--- config.mk ---
export PLATFORM = sky130hd
export DESIGN_NAME = mult_add
export DESIGN_NICKNAME = d
export VERILOG_FILES = /design/src/rtl/mult_add_pkg.sv /design/src/rtl/mult_add.sv
export SDC_FILE = /design/constraint.sdc
export NUM_CORES = 1
export LEC_CHECK = 0
export CAP_MARGIN = 20
export CORE_MARGIN = 2
export CORE_UTILIZATION = 45
export CTS_BUF_LIST = sky130_fd_sc_hd__clkbuf_8
export CTS_CLUSTER_DIAMETER = 120
export DETAILED_ROUTE_END_ITERATION = 10
export DONT_BUFFER_PORTS = 1
export GPL_ROUTABILITY_DRIVEN = 0
export PLACE_DENSITY = 0.69
export SKIP_CTS_REPAIR_TIMING = 1
export SYNTH_ARGS = -nofsm -noshare
export SYNTH_HDL_FRONTEND = slang
export SYNTH_SLANG_ARGS = --single-unit
--- constraint.sdc ---
create_clock -name i_clk -period 2.7 [get_ports i_clk]
set_clock_uncertainty 0.15 [all_clocks]
set_input_delay 0.27 -clock i_clk [delete_from_list [all_inputs] [get_ports i_clk]]
set_output_delay 0.27 -clock i_clk [all_outputs]
set_load 0.02 [all_outputs]
--- src/rtl/mult_add_pkg.sv ---
// rtl/mult_add_pkg.sv - shared types and defaults for the shift-add multiply-accumulate unit
package mult_add_pkg;

  localparam int DEFAULT_W = 4;

  typedef enum logic [1:0] {
    IDLE = 2'd0,
    OP   = 2'd1,
    DONE = 2'd2
  } state_t;

endpackage

--- src/rtl/mult_add.sv ---
// rtl/mult_add.sv - sequential shift-add unit computing A*B+C, one multiplier bit per cycle
module mult_add
  import mult_add_pkg::*;
#(
  parameter int W = DEFAULT_W
) (
  input  logic           i_clk,
  input  logic           i_rst_n,
  input  logic           i_start,
  input  logic [W-1:0]   i_multiplicand,
  input  logic [W-1:0]   i_multiplier,
  input  logic [W-1:0]   i_addend,
  output logic           o_ready,
  output logic           o_done,
  output logic [2*W-1:0] o_result
);

  localparam int CW = $clog2(W + 1);

  state_t          state;
  logic [2*W-1:0]  acc;
  logic [2*W-1:0]  a_sh;
  logic [W-1:0]    b_sh;
  logic [CW-1:0]   cnt;
  logic [2*W-1:0]  acc_next;

  // The addend seeds the accumulator, so the final partial-product sum already includes C.
  assign acc_next = b_sh[0] ? (acc + a_sh) : acc;
  assign o_ready  = (state == IDLE);

  always_ff @(posedge i_clk or negedge i_rst_n) begin
    if (!i_rst_n) begin
      state    <= IDLE;
      acc      <= '0;
      a_sh     <= '0;
      b_sh     <= '0;
      cnt      <= '0;
      o_done   <= 1'b0;
      o_result <= '0;
    end else begin
      case (state)
        IDLE: begin
          o_done <= 1'b0;
          if (i_start) begin
            acc   <= {{W{1'b0}}, i_addend};
            a_sh  <= {{W{1'b0}}, i_multiplicand};
            b_sh  <= i_multiplier;
            cnt   <= CW'(W);
            state <= OP;
          end
        end
        OP: begin
          acc  <= acc_next;
          a_sh <= a_sh << 1;
          b_sh <= b_sh >> 1;
          cnt  <= cnt - 1'b1;
          // Fixed W iterations: no early exit when the remaining multiplier bits are zero.
          if (cnt == CW'(1)) begin
            o_result <= acc_next;
            o_done   <= 1'b1;
            state    <= DONE;
          end
        end
        DONE: begin
          o_done <= 1'b0;
          state  <= IDLE;
        end
        default: begin
          o_done <= 1'b0;
          state  <= IDLE;
        end
      endcase
    end
  end

endmodule
==> metrics.txt <==
outcome finished with violations; failing checks hold timing; commonest non-fill, non-tap cells in the layout 43 x nand2_1, 34 x dfrtp_1, 20 x o21ai_0; Total Routing Usage GR 0.191; Multi-input gate area 860 µm²; unrepaired setup endpoints after global routing no; Final TNS setup 0 ns; post-DP HPWL about 2600 µm; Period Utilization, post-route 0.779; register area 851 µm²; Die H 66.9 µm; CTS tree yes; H-Tree Depth 2; P&R area growth vs syn 14.4%; Inserted Clock Buffers 5; min-delay src i_multiplier[1]; pin count of the biggest net entering global routing 35; Max Clock Freq 476 MHz; DRC viols 0; Tightest Pin Transition approximately 0.66 ns; Initial Util 0.478; leak pwr 0.943 nW; RR Startpoint acc[6]$_DFFE_PN0P_; first-pass GRT wire length 6240 µm; synthesis-stage register bit count 34; DR iter-0 viols 122; final wirelength between 3000 and 4000 µm; crit-path max FO 6; antenna cells 0; Worst Setup SP acc[6]$_DFFE_PN0P_; CTS sink cnt 34; fin nets roughly 230; Mapped Avg Cell Area about 9 µm²; Core ar. 3720 µm²; Fillers 345; Congestion Overflow GR 0; max capacitance violation total 0; Core Rows 22; worst reg-to-reg setup slack 0.60 ns; DIE AREA 4470 µm²; Yosys cell types 38; Non-Filler Instances 255; CP required about 2.7 ns; I/O pin count 25; DR vias/cell 5.42; type of destination of the critical path flop; setup violators final 0; vias in the first global route 1362; Synth Warn # 0; Die W 66.9 µm; synthesized area 1780 µm²; Peak supply drop approximately 0.47 mV; Async S/R FF share, synth 1.00; clock root buffer clkbuf_8; largest family of logic cells by synthesized area simple AND/OR/NAND/NOR gates; Setup CP Type reg2reg; Worst Reg-to-Reg Cells 7; multiplexer share of the synthesized area 0.0373; hold_ws -0.0195 ns; fraction of layout cells with a size suffix above 1 0.0918; crit path time final around 2.1 ns; clk slew on worst S/H paths around 0.070 ns; Compound-Gate Fraction of Synth Area 0.156; Max-Slew Margin vs Limit 0.558; final slew viol count 0; Cells after Synth 194; Post-Syn Nets 219; Post-synth EDFFs 0; synthesized-area fraction occupied by adder cells 0.0746; PD cells 1300 nW/µm²; commonest non-fill, non-tap cell in the layout nand2_1; post-synthesis simple-gate area fraction 0.191; wire length per cell 14.8 µm; port bufs 0; dpl cells approximately 240; Hold Path Class in2reg; Synth Area in XOR/XNOR 0.0246; via count of the routed design 1383; Seq/Total Area, Yosys 0.479; iteration count of the initial detailed-routing pass 4; WP data arrival 2.12 ns; clock buffer depth 2; Post-DRT Antenna Nets 0; initial antenna violation count 0; Primary FF master, synth dfrtp_1; Final Hold Vio Count 2; worst skew pair latency just under 0.3 ns; reg-to-reg endpoint o_result[7]$_DFFE_PN0P_; CP Capture Point o_result[7]$_DFFE_PN0P_; Startpoint Class flop
-- kinds of logic after synthesis --
group,after synthesis
adder cells (fa/ha/maj),10
XOR/XNOR,5
multiplexers,6
buffers and inverters,17
flip-flops,34
AO/OA/AOI/OAI,47
AND/OR/NAND/NOR,75
-- per-layer routing --
layer  share of wire  GRT usage  vias to the layer above
li1                -          -                      686
met1            0.46      0.249                      654
met2            0.47      0.295                       37
met3           0.051     0.0557                        6
met4           0.017     0.0765                        0
met5               0          0                        -
-- Yosys cell counts (2+ instances only) --
master / n / area share
nor3b_1: 2 / 0.0084
inv_1: 8 / 0.017
dfrtp_1: 34 / 0.48
clkbuf_1: 6 / 0.013
o21ai_1: 4 / 0.011
nand3_1: 6 / 0.017
mux2i_1: 4 / 0.023
a21oi_1: 8 / 0.023
xor2_1: 4 / 0.020
o21ai_0: 20 / 0.056
a31oi_1: 6 / 0.021
nor2_1: 12 / 0.025
nand2_1: 43 / 0.091
ha_1: 9 / 0.063
nand2_2: 2 / 0.0070
a221o_1: 2 / 0.011
buf_2: 3 / 0.0084
-- how the worst min path moves through the flow --
stage | end | slack [ns] | cells past startpoint
4_1_cts | o_result[4]$_DFFE_PN0P_ | -0.49 | 0
3_3_place_gp | o_result[3]$_DFFE_PN0P_ | -0.17 | 0
5_1_grt | b_sh[1]$_DFFE_PN0P_ | 0.008 | 2
6_report | b_sh[1]$_DFFE_PN0P_ | -0.02 | 2
2_1_floorplan | a_sh[0]$_DFFE_PN0P_ | -0.18 | 0
3_5_place_dp | o_result[3]$_DFFE_PN0P_ | -0.17 | 0
-- power by group --
part	switching, W	total, W	internal, W
Combinational	0.000732	0.00126	0.000525
Clock	0.000177	0.000378	0.000202
Sequential	0.000274	0.00102	0.000744
-- final cells by class --
class                      instances  share of cell area
tap                               48              0.0295
multi-input combinational        143               0.423
clock buffer                       6              0.0406
sequential                        34               0.418
timing repair buffer              14              0.0701
inverter                           8              0.0148
clock inverter                     2             0.00431
-- registers in the layout, indices dropped and copies added (netlist names) --
register / count
a_sh: 8
acc: 8
b_sh: 4
cnt: 3
o_done: 1
o_result: 8
state: 2
-- per-stage QoR --
step	setup slack [ns]	total power, W	area (µm²)	utilization
floorplan	0.765	0.00196	1780	-
global placement	0.683	0.00218	1820	0.491
detailed placement	0.631	0.00225	1820	0.491
CTS	0.614	0.00264	1910	0.515
global route	0.482	0.00289	2030	0.547
finish	0.597	0.00265	2030	0.547
-- worst max-delay path, cell delays in order, from the launching register on --
cell and delay (ns):
dfrtp_1 0.41, ha_1 0.39, a21oi_1 0.24, o21ai_1 0.11
or3_1 0.31, nand3_1 0.10, xor2_1 0.20, o21ai_1 0.08
No activity file was read; power rests on OpenSTA's default activity.
